[config.mk]
export PLATFORM = sky130hd
export DESIGN_NAME = sys_bus_arbiter
export DESIGN_NICKNAME = d
export VERILOG_FILES = /design/src/rtl/sys_bus_pkg.sv /design/src/rtl/sys_bus_arbiter_rr.sv /design/src/rtl/sys_bus_arbiter.sv
export SDC_FILE = /design/constraint.sdc
export NUM_CORES = 1
export LEC_CHECK = 0
export BUFFER_PORTS_ARGS = -buffer_cell sky130_fd_sc_hd__buf_2
export CORE_AREA = 4 4 203 205
export DETAILED_ROUTE_END_ITERATION = 10
export DIE_AREA = 0 0 207 209
export PLACE_DENSITY = 0.57
export SLEW_MARGIN = 0
export SYNTH_ARGS = -nofsm -noshare
export SYNTH_HDL_FRONTEND = slang
export SYNTH_SLANG_ARGS = --single-unit
[constraint.sdc]
create_clock -name axi_clk_i -period 4.45 [get_ports axi_clk_i]
set_input_delay 0.2225 -clock axi_clk_i [delete_from_list [all_inputs] [get_ports axi_clk_i]]
set_output_delay 0.2225 -clock axi_clk_i [all_outputs]
set_load 0.02 [all_outputs]
[src/rtl/sys_bus_pkg.sv]
// Shared types and default widths for the system bus arbiter slice.
package sys_bus_pkg;

  localparam int unsigned SYS_AW = 32;
  localparam int unsigned SYS_DW = 64;
  localparam int unsigned SYS_SW = SYS_DW / 8;

  typedef enum logic [1:0] {
    IDLE    = 2'd0,
    ACCESS  = 2'd1,
    RELEASE = 2'd2
  } state_e;

  typedef struct packed {
    logic [SYS_AW-1:0] addr;
    logic [SYS_DW-1:0] wdata;
    logic [SYS_SW-1:0] sel;
    logic              wen;
    logic              ren;
  } sys_req_t;

endpackage

[src/rtl/sys_bus_arbiter_rr.sv]
// Two-way round-robin grant: combinational grant, registered last-served pointer.
module rr_arbiter_2 (
  input  logic       clk_i,
  input  logic       rst_i,
  input  logic [1:0] req_i,
  input  logic       advance_i,
  output logic [1:0] gnt_o
);

  logic last_q, last_d;

  always_comb begin
    gnt_o = req_i;
    if (req_i == 2'b11) begin
      gnt_o = last_q ? 2'b01 : 2'b10;
    end
    last_d = last_q;
    if (advance_i && (gnt_o != 2'b00)) begin
      last_d = gnt_o[1];
    end
  end

  // Reset as if requester 1 was served last so requester 0 wins the first tie.
  always_ff @(posedge clk_i) begin
    if (rst_i) begin
      last_q <= 1'b1;
    end else begin
      last_q <= last_d;
    end
  end

endmodule

[src/rtl/sys_bus_arbiter.sv]
// Two-requester system bus arbiter/sequencer with round-robin grant and ack watchdog.
module sys_bus_arbiter
  import sys_bus_pkg::*;
#(
  parameter int unsigned AW      = SYS_AW,
  parameter int unsigned DW      = SYS_DW,
  parameter int unsigned SW      = SYS_SW,
  parameter int unsigned TIMEOUT = 16
) (
  input  logic          axi_clk_i,
  input  logic          axi_rst_i,
  input  logic [AW-1:0] m0_addr_i,
  input  logic [DW-1:0] m0_wdata_i,
  input  logic [SW-1:0] m0_sel_i,
  input  logic          m0_wen_i,
  input  logic          m0_ren_i,
  output logic [DW-1:0] m0_rdata_o,
  output logic          m0_err_o,
  output logic          m0_ack_o,
  input  logic [AW-1:0] m1_addr_i,
  input  logic [DW-1:0] m1_wdata_i,
  input  logic [SW-1:0] m1_sel_i,
  input  logic          m1_wen_i,
  input  logic          m1_ren_i,
  output logic [DW-1:0] m1_rdata_o,
  output logic          m1_err_o,
  output logic          m1_ack_o,
  output logic [AW-1:0] sys_addr_o,
  output logic [DW-1:0] sys_wdata_o,
  output logic [SW-1:0] sys_sel_o,
  output logic          sys_wen_o,
  output logic          sys_ren_o,
  input  logic [DW-1:0] sys_rdata_i,
  input  logic          sys_err_i,
  input  logic          sys_ack_i,
  output logic [1:0]    grant_o,
  output logic          busy_o
);

  localparam int unsigned CW = $clog2(TIMEOUT);
  localparam logic [CW-1:0] CNT_LAST = CW'(TIMEOUT - 1);

  state_e        state_q, state_d;
  logic [CW-1:0] cnt_q, cnt_d;
  logic [AW-1:0] sys_addr_q, sys_addr_d;
  logic [DW-1:0] sys_wdata_q, sys_wdata_d;
  logic [SW-1:0] sys_sel_q, sys_sel_d;
  logic          sys_wen_q, sys_wen_d;
  logic          sys_ren_q, sys_ren_d;
  logic [1:0]    grant_q, grant_d;
  logic          busy_q, busy_d;
  logic [1:0]    ack_q, ack_d;
  logic [1:0]    err_q, err_d;
  logic [DW-1:0] rdata0_q, rdata0_d;
  logic [DW-1:0] rdata1_q, rdata1_d;

  logic [1:0]    req;
  logic [1:0]    gnt;
  sys_req_t      sel_req;
  logic          done;
  logic          done_err;
  logic [DW-1:0] done_rdata;

  assign req = {m1_wen_i | m1_ren_i, m0_wen_i | m0_ren_i};

  rr_arbiter_2 u_rr (
    .clk_i     (axi_clk_i),
    .rst_i     (axi_rst_i),
    .req_i     (req),
    .advance_i (state_q == IDLE),
    .gnt_o     (gnt)
  );

  always_comb begin
    if (gnt[1]) begin
      sel_req = '{addr: m1_addr_i, wdata: m1_wdata_i, sel: m1_sel_i,
                  wen: m1_wen_i, ren: m1_ren_i};
    end else begin
      sel_req = '{addr: m0_addr_i, wdata: m0_wdata_i, sel: m0_sel_i,
                  wen: m0_wen_i, ren: m0_ren_i};
    end
    sel_req.ren = sel_req.ren & ~sel_req.wen;
  end

  // A real ack wins over the watchdog on the final count.
  assign done       = sys_ack_i || (cnt_q == CNT_LAST);
  assign done_err   = sys_ack_i ? sys_err_i : 1'b1;
  assign done_rdata = (sys_ack_i && sys_ren_q) ? sys_rdata_i : '0;

  always_comb begin
    state_d     = state_q;
    cnt_d       = cnt_q;
    sys_addr_d  = sys_addr_q;
    sys_wdata_d = sys_wdata_q;
    sys_sel_d   = sys_sel_q;
    sys_wen_d   = sys_wen_q;
    sys_ren_d   = sys_ren_q;
    grant_d     = grant_q;
    busy_d      = busy_q;
    ack_d       = ack_q;
    err_d       = err_q;
    rdata0_d    = rdata0_q;
    rdata1_d    = rdata1_q;
    case (state_q)
      IDLE: begin
        if (gnt != 2'b00) begin
          sys_addr_d  = sel_req.addr;
          sys_wdata_d = sel_req.wdata;
          sys_sel_d   = sel_req.sel;
          sys_wen_d   = sel_req.wen;
          sys_ren_d   = sel_req.ren;
          grant_d     = gnt;
          busy_d      = 1'b1;
          cnt_d       = '0;
          state_d     = ACCESS;
        end
      end
      ACCESS: begin
        cnt_d = cnt_q + 1'b1;
        if (done) begin
          sys_wen_d = 1'b0;
          sys_ren_d = 1'b0;
          ack_d     = grant_q;
          if (grant_q[0]) begin
            err_d[0] = done_err;
            rdata0_d = done_rdata;
          end
          if (grant_q[1]) begin
            err_d[1] = done_err;
            rdata1_d = done_rdata;
          end
          state_d = RELEASE;
        end
      end
      RELEASE: begin
        ack_d   = '0;
        grant_d = '0;
        busy_d  = 1'b0;
        state_d = IDLE;
      end
      default: state_d = IDLE;
    endcase
  end

  always_ff @(posedge axi_clk_i) begin
    if (axi_rst_i) begin
      state_q     <= IDLE;
      cnt_q       <= '0;
      sys_addr_q  <= '0;
      sys_wdata_q <= '0;
      sys_sel_q   <= '0;
      sys_wen_q   <= 1'b0;
      sys_ren_q   <= 1'b0;
      grant_q     <= '0;
      busy_q      <= 1'b0;
      ack_q       <= '0;
      err_q       <= '0;
      rdata0_q    <= '0;
      rdata1_q    <= '0;
    end else begin
      state_q     <= state_d;
      cnt_q       <= cnt_d;
      sys_addr_q  <= sys_addr_d;
      sys_wdata_q <= sys_wdata_d;
      sys_sel_q   <= sys_sel_d;
      sys_wen_q   <= sys_wen_d;
      sys_ren_q   <= sys_ren_d;
      grant_q     <= grant_d;
      busy_q      <= busy_d;
      ack_q       <= ack_d;
      err_q       <= err_d;
      rdata0_q    <= rdata0_d;
      rdata1_q    <= rdata1_d;
    end
  end

  assign sys_addr_o  = sys_addr_q;
  assign sys_wdata_o = sys_wdata_q;
  assign sys_sel_o   = sys_sel_q;
  assign sys_wen_o   = sys_wen_q;
  assign sys_ren_o   = sys_ren_q;
  assign grant_o     = grant_q;
  assign busy_o      = busy_q;
  assign m0_ack_o    = ack_q[0];
  assign m1_ack_o    = ack_q[1];
  assign m0_err_o    = err_q[0];
  assign m1_err_o    = err_q[1];
  assign m0_rdata_o  = rdata0_q;
  assign m1_rdata_o  = rdata1_q;

endmodule

==> results of run 1 <==
[cell type report]
cell class / instances / share of cell area, %
diodes: 1 / 0.0146
multi-input cells: 804 / 30.2
inverters: 4 / 0.102
clock inverters: 10 / 0.664
repair buffers: 800 / 31.4
flip-flops and latches: 248 / 28.9
clock buffers: 40 / 4.87
well taps: 525 / 3.83
[logic make-up after synthesis]
kind of cell,count (synthesis)
AOI/OAI and AO/OA,471
xor gates and xnor gates,1
adders and majority gates,1
buffers and inverters,149
DFF,248
muxes,64
and+or+nand+nor,267
[cells in the final DEF, fill, tap and decap left out, types with 2 or more instances in the layout]
| cell | netlist | final |
|---|---|---|
| o221ai_1 | 2 | 2 |
| clkinv_2 | 0 | 6 |
| inv_1 | 3 | 3 |
| bufinv_16 | 0 | 2 |
| clkbuf_8 | 0 | 9 |
| buf_12 | 0 | 2 |
| o31ai_1 | 2 | 2 |
| buf_4 | 4 | 15 |
| nor2b_1 | 4 | 4 |
| nand2b_1 | 2 | 2 |
| nand2_1 | 135 | 135 |
| o21ai_1 | 5 | 4 |
| buf_2 | 17 | 519 |
| o21a_1 | 2 | 2 |
| o211ai_1 | 67 | 67 |
| a31o_2 | 2 | 2 |
| or2_2 | 2 | 2 |
| clkbuf_1 | 107 | 3 |
| a311oi_1 | 104 | 104 |
| a21oi_1 | 111 | 111 |
| or3_1 | 2 | 2 |
| dlygate4sd3_1 | 0 | 264 |
| dfxtp_1 | 248 | 248 |
| mux2i_1 | 64 | 64 |
| nor3_1 | 2 | 2 |
| nor2_4 | 0 | 3 |
| nand3b_1 | 106 | 106 |
| o21ai_0 | 166 | 166 |
| clkbuf_16 | 0 | 28 |
[routing by layer]
layer | vias up | wire length (um) | GRT usage, %
met5 | - | 34 | 0
met4 | 6 | 1200 | 5.45
met3 | 84 | 3570 | 4.95
met2 | 539 | 21700 | 32.4
met1 | 5895 | 18500 | 24.3
li1 | 5836 | - | -
[what timing repair did]
action                                  in CTS  in global routing
endpoints found under the setup margin       0                  0
hold buffers                               264                  0
hold endpoints to repair                   221                  0
[critical path, cell delays in order (launching register included)]
cell	delay, ns
dfxtp_1	0.47
o21a_4	0.92
o21ai_0	0.26
a311oi_1	0.40
dlygate4sd3_1	0.62
[flip-flops by register name, indices dropped and copies added, names as in the netlist]
| register | count |
|---|---|
| ack_q | 2 |
| busy_o | 1 |
| state_q | 2 |
| err_q | 2 |
| sys_sel_o | 8 |
| u_rr.last_q | 1 |
| m1_rdata_o | 64 |
| sys_addr_o | 32 |
| sys_ren_o | 1 |
| sys_wdata_o | 64 |
| sys_wen_o | 1 |
| m0_rdata_o | 64 |
| grant_o | 2 |
| cnt_q | 4 |
[worst max-delay path by stage]
stage / startpoint / end / slack, ns / cells after the start
after floorplan: cnt_q[0]$_SDFFE_PP0P_ / err_q[0]$_SDFFE_PP0P_ / 2.84 / 7
final: u_rr.last_q$_SDFFE_PP1P_ / sys_wdata_o[14]$_SDFFE_PP0P_ / 1.66 / 4
after global placement: state_q[0]$_SDFFE_PP0P_ / m0_rdata_o[56]$_SDFFE_PP0P_ / 1.90 / 4
after global routing: u_rr.last_q$_SDFFE_PP1P_ / sys_wdata_o[14]$_SDFFE_PP0P_ / 1.55 / 4
after detailed placement: state_q[0]$_SDFFE_PP0P_ / m0_rdata_o[56]$_SDFFE_PP0P_ / 1.82 / 4
after CTS: state_q[0]$_SDFFE_PP0P_ / m0_rdata_o[56]$_SDFFE_PP0P_ / 1.78 / 4
[metrics by stage]
stage          cell area [um^2]  std cells
6_report                  17200       2432
5_1_grt                   17200       2431
4_1_cts                   17200       2431
3_5_place_dp              13600       2117
3_3_place_gp              13600       2117
2_1_floorplan             10800       1201
[power breakdown]
group	switching, uW	internal, uW	leakage, uW	total, uW
clock	960	1420	0.000472	2370
sequential	76.5	2360	0.00203	2430
combinational	743	600	0.00477	1340
==> results.md, run 1 <==
- Num ports: 521
- Largest net degree at the start of global routing: 137
- Worst flop-to-flop path endpoint: sys_wdata_o[14]$_SDFFE_PP0P_
- Max-cap viol count: 0
- # DRC: 0
- Initial DRC Count: 860
- Clk sink count: 248
- First-pass GRT wire length: 69800 um
- Core area: 39500 um^2
- Mux cell area share after synthesis: 5.96%
- Worst slew pin tran: 1.26 ns
- Ys async rst share: 0%
- Clock Path Buffers: 3
- GRT overflow: 0
- WHS Path Cells: 3
- Mapped Area: 10800 um^2
- Clock slew at reported path FFs: 0.06 ns
- Register area: 4960 um^2
- Clock Skew: 0.0228 ns
- Hold slack final: 0.0388 ns
- Crit start category: flop
- Number of I/O port buffers: 520
- Slew Limit Headroom: 16.0%
- Initial Utilization: 27.3%
- PD cells: 359 nW/um^2
- Drt total wl: 44900 um
- Compound-gate portion of the synthesized area: 27.7%
- Reg2Reg Depth: 4
- Fmax: 358 MHz
- HP Class: in -> reg
- Critical path class: reg -> reg
- Cell taking the most area after synthesis: dfxtp_1
- Vias in the first global route: 12300
- Clk Latency, worst-skew pair: 0.56 ns
- Rows: 73
- RSZ-0062 raised after global routing: false
- Fraction of the yosys area taken by sequential cells: 46.2%
- Period utilization: 62.7%
- Synthesized net count: 1482
- Tot GR Track Use: 19.2%
- CTS buffer count: 28
- Adder-cell share of the synthesized area: 0.116%
- TritonRoute pass-1 iters: 5
- Main area contributors after synthesis: dfxtp_1, a311oi_1, o21ai_0, nand3b_1, mux2i_1
- Multi-input logic area: 5170 um^2
- Synth Area in Simple Gates: 13.7%
- Setup slack at placement: 1.82 ns
- Reg-to-reg startpoint: u_rr.last_q$_SDFFE_PP1P_
- H-tree depth: 1
- Clock root buffer: clkbuf_16
- Yosys cell types: 47
- Outcome: finished clean
- Ys flop type: dfxtp_1
- CP Data Arrival Time: 3.27 ns
- Syn. warnings: 0
- Count leader, synth: dfxtp_1
- NumNets Final: 2167
- Routed Antenna Nets: 0
- Die H: 209 um
- CTS tree: built
- Post-layout util: 43.5%
- Total Power: 6150 uW
- Gpl congestion: 0.848
- Register bit count reported by yosys: 248
- Xor-xnor portion of the synthesized cell area: 0.0814%
- Vias per cell: 5.08
- Pins Over Slew Limit: 0
- Largest family of logic cells by synthesized area: compound AO/OA/AOI/OAI gates
- Hold path endpoint: m0_rdata_o[16]$_SDFFE_PP0P_
- Die Wd: 207 um
- CP Max Fanout: 106
- Cell count after synthesis: 1201
- Worst R2R Setup Slack: 1.66 ns
- TNS Setup: 0 ns
- Share of cells above drive strength 1: 31.5%
- Fillcell total: 3865
- Die area: 43300 um^2
- Worst Setup End Kind: flop
- Area added between synthesis and finish: 59.6%
- Initial antenna violation count: 3
- # resized after CTS: 0
- WL/cell: 18.5 um
- Hold Startpoint: sys_rdata_i[16]
- Postcts setup bufs: 0
- Post-DP HPWL: 28300 um
- Max VDD drop: 0.280 mV
- Leak pwr: 0.00726 uW
- Vias: 12400
- Required time worst endpoint: 4.93 ns
- Hold Fails Final Rpt: 0
- Syn Area/Cell: 8.95 um^2
- Share of the synthesized area in the top cell type: 46.2%
- Post-synth EDFFs: 0
- Final setup viols: 0
- Minimum clock period: 2.79 ns
- Final Worst Setup Slack: 1.66 ns
- Synth cell count leaders: dfxtp_1, o21ai_0, nand2_1
No activity file was read; power rests on OpenSTA's default activity.
==> inputs of run 2 (changes only) <==
==> constraint.sdc (replaced) <==
create_clock -name axi_clk_i -period 2.86 [get_ports axi_clk_i]
set_input_delay 0.143 -clock axi_clk_i [delete_from_list [all_inputs] [get_ports axi_clk_i]]
set_output_delay 0.143 -clock axi_clk_i [all_outputs]
set_load 0.02 [all_outputs]
==> results.md, run 2 (synthesized netlist as in run 1, its figures left out) <==
- Outcome: finished clean (unchanged)
- Setup slack at placement: 0.754 ns (was 1.82 ns)
- Gpl congestion: 0.833 (was 0.848)
- Final Cell Area: 17500 um^2 (was 17200 um^2)
- PD cells: 556 nW/um^2 (was 359 nW/um^2)
- Final setup viols: 0 (unchanged)
- Clk sink count: 248 (unchanged)
- Share of cells above drive strength 1: 31.6% (was 31.5%)
- Clock root buffer: clkbuf_16 (unchanged)
- H-tree depth: 1 (unchanged)
- Required time worst endpoint: 3.38 ns (was 4.93 ns)
- Clk Latency, worst-skew pair: 0.57 ns (was 0.56 ns)
- Initial Utilization: 27.3% (unchanged)
- # DRC: 0 (unchanged)
- Clock slew at reported path FFs: 0.06 ns (about the same)
- Die H: 209 um (unchanged)
- Postcts setup bufs: 0 (unchanged)
- Initial antenna violation count: 5 (was 3)
- Die Wd: 207 um (unchanged)
- Pins Over Slew Limit: 0 (unchanged)
- HP Class: in -> reg (unchanged)
- Slew Limit Headroom: 19.9% (was 16.0%)
- GRT overflow: 0 (unchanged)
- Clock Path Buffers: 3 (unchanged)
- Fillcell total: 3778 (was 3865)
- Vias: 12500 (was 12400)
- CTS tree: built (unchanged)
- Initial DRC Count: 1140 (was 860)
- TritonRoute pass-1 iters: 5 (unchanged)
- First-pass GRT wire length: 71200 um (was 69800 um)
- Most common cell after layout, fill and taps aside: buf_2 (unchanged)
- NumNets Final: 2191 (was 2167)
- WL/cell: 18.6 um (was 18.5 um)
- Period utilization: 86.1% (was 62.7%)
- Hold Fails Final Rpt: 0 (unchanged)
- Leak pwr: 0.00742 uW (was 0.00726 uW)
- Core area: 39500 um^2 (unchanged)
- Placed Area: 13800 um^2 (was 13600 um^2)
- Fmax: 406 MHz (was 358 MHz)
- Reg2Reg Depth: 5 (was 4)
- Vias per cell: 5.10 (was 5.08)
- Num ports: 521 (unchanged)
- Routed Antenna Nets: 0 (unchanged)
- Worst slew pin tran: 1.20 ns (was 1.26 ns)
- Vias in the first global route: 12500 (was 12300)
- Post-DP HPWL: 29400 um (was 28300 um)
- Minimum clock period: 2.46 ns (was 2.79 ns)
- CP max stage cell: dlygate4sd3_1 (was o21a_4)
- TNS Setup: 0 ns (unchanged)
- Crit start category: flop (unchanged)
- WHS Path Cells: 4 (was 3)
- RSZ-0062 raised after global routing: false (unchanged)
- CTS buffer count: 29 (was 28)
- Max VDD drop: 0.468 mV (was 0.280 mV)
- CP Buf/Inv Count: 2 (was 1)
- Area added between synthesis and finish: 62.6% (was 59.6%)
- Worst flop-to-flop path endpoint: sys_addr_o[16]$_SDFFE_PP0P_ (was sys_wdata_o[14]$_SDFFE_PP0P_)
- Cells along the critical path: o21a_4, buf_4, o21ai_0, a311oi_1, dlygate4sd3_1 (was o21a_4, o21ai_0, a311oi_1, dlygate4sd3_1)
- Rows: 73 (unchanged)
- CP Max Fanout: 32 (was 106)
- Top delay family on crit path: buffers and inverters (was compound AO/OA/AOI/OAI gates)
- Hold Startpoint: sys_err_i (was sys_rdata_i[16])
- Die area: 43300 um^2 (unchanged)
- Worst R2R Setup Slack: 0.40 ns (was 1.66 ns)
- CP Data Arrival Time: 2.98 ns (was 3.27 ns)
- Reg-to-reg startpoint: u_rr.last_q$_SDFFE_PP1P_ (unchanged)
- Hold path endpoint: err_q[1]$_SDFFE_PP0P_ (was m0_rdata_o[16]$_SDFFE_PP0P_)
- Worst Setup End Kind: flop (unchanged)
- Most frequent cells in the layout: buf_2, dlygate4sd3_1, dfxtp_1 (unchanged)
- Drt total wl: 45700 um (was 44900 um)
- Max-cap viol count: 0 (unchanged)
- Largest net degree at the start of global routing: 105 (was 137)
- Final Worst Setup Slack: 0.396 ns (was 1.66 ns)
- Largest stage delay, worst path: 0.61 ns (was 0.92 ns)
- Crit path from: u_rr.last_q$_SDFFE_PP1P_ (unchanged)
- Clock Skew: 0.0238 ns (was 0.0228 ns)
- Critical path class: reg -> reg (unchanged)
- Number of I/O port buffers: 520 (unchanged)
- Tot GR Track Use: 19.7% (was 19.2%)
-- run 2: through the flow --
| stage | std cells | power [uW] | hold WS (ns) | util (%) |
|---|---|---|---|---|
| floorplan | 1201 | 4850 | 0.302 | - |
| global placement | 2131 | 5560 | 0.424 | 35.0 |
| detailed placement | 2131 | 5580 | 0.425 | 35.0 |
| CTS | 2455 | 9780 | 0.0109 | 44.3 |
| global route | 2455 | 10100 | 0.0268 | 44.3 |
| finish | 2456 | 9710 | 0.0388 | 44.3 |
-- run 2: final cells by class --
type	count	area (um^2)	area share [%]
multi-input cells	804	5170	29.6
flip-flops and latches	248	4960	28.4
repair buffers	823	5710	32.7
well taps	525	657	3.76
inverters	4	17.5	0.100
clock buffers	43	838	4.79
clock inverters	8	115	0.658
diodes	1	2.50	0.0143
-- run 2: how the worst max path moves through the flow --
| stage | to | slack (ns) | cells after the start |
|---|---|---|---|
| 4_1_cts | sys_wdata_o[1]$_SDFFE_PP0P_ | 0.48 | 5 |
| 5_1_grt | sys_wdata_o[1]$_SDFFE_PP0P_ | 0.28 | 5 |
| 2_1_floorplan | err_q[0]$_SDFFE_PP0P_ | 1.25 | 7 |
| 6_report | sys_addr_o[16]$_SDFFE_PP0P_ | 0.40 | 5 |
| 3_5_place_dp | m0_rdata_o[14]$_SDFFE_PP0P_ | 0.75 | 5 |
| 3_3_place_gp | m0_rdata_o[15]$_SDFFE_PP0P_ | 0.80 | 5 |
-- run 2: timing repair --
item / 4_1_cts / 5_1_grt
endpoints found under the hold margin: 235 / 0
hold buffers: 273 / 0
resized for setup: 0 / 0
-- run 2: report_power, final --
part | switching (uW) | total (uW) | internal (uW)
sequential | 126 | 3790 | 3670
combinational | 1180 | 2180 | 997
clock | 1530 | 3740 | 2210
total | 2840 | 9710 | 6870
-- run 2: per-layer routing --
metal | part of all wire, % | global-route usage [%]
met5 | 0.10 | 0
met4 | 3.2 | 6.57
met3 | 8.1 | 5.30
met2 | 48 | 33.1
met1 | 41 | 24.5
-- run 2: worst register-to-register path: stages, from the launching register on --
cell           delay [ns]
dfxtp_1              0.55
o21a_4               0.48
buf_4                0.35
o21ai_0              0.12
a311oi_1             0.31
dlygate4sd3_1        0.61
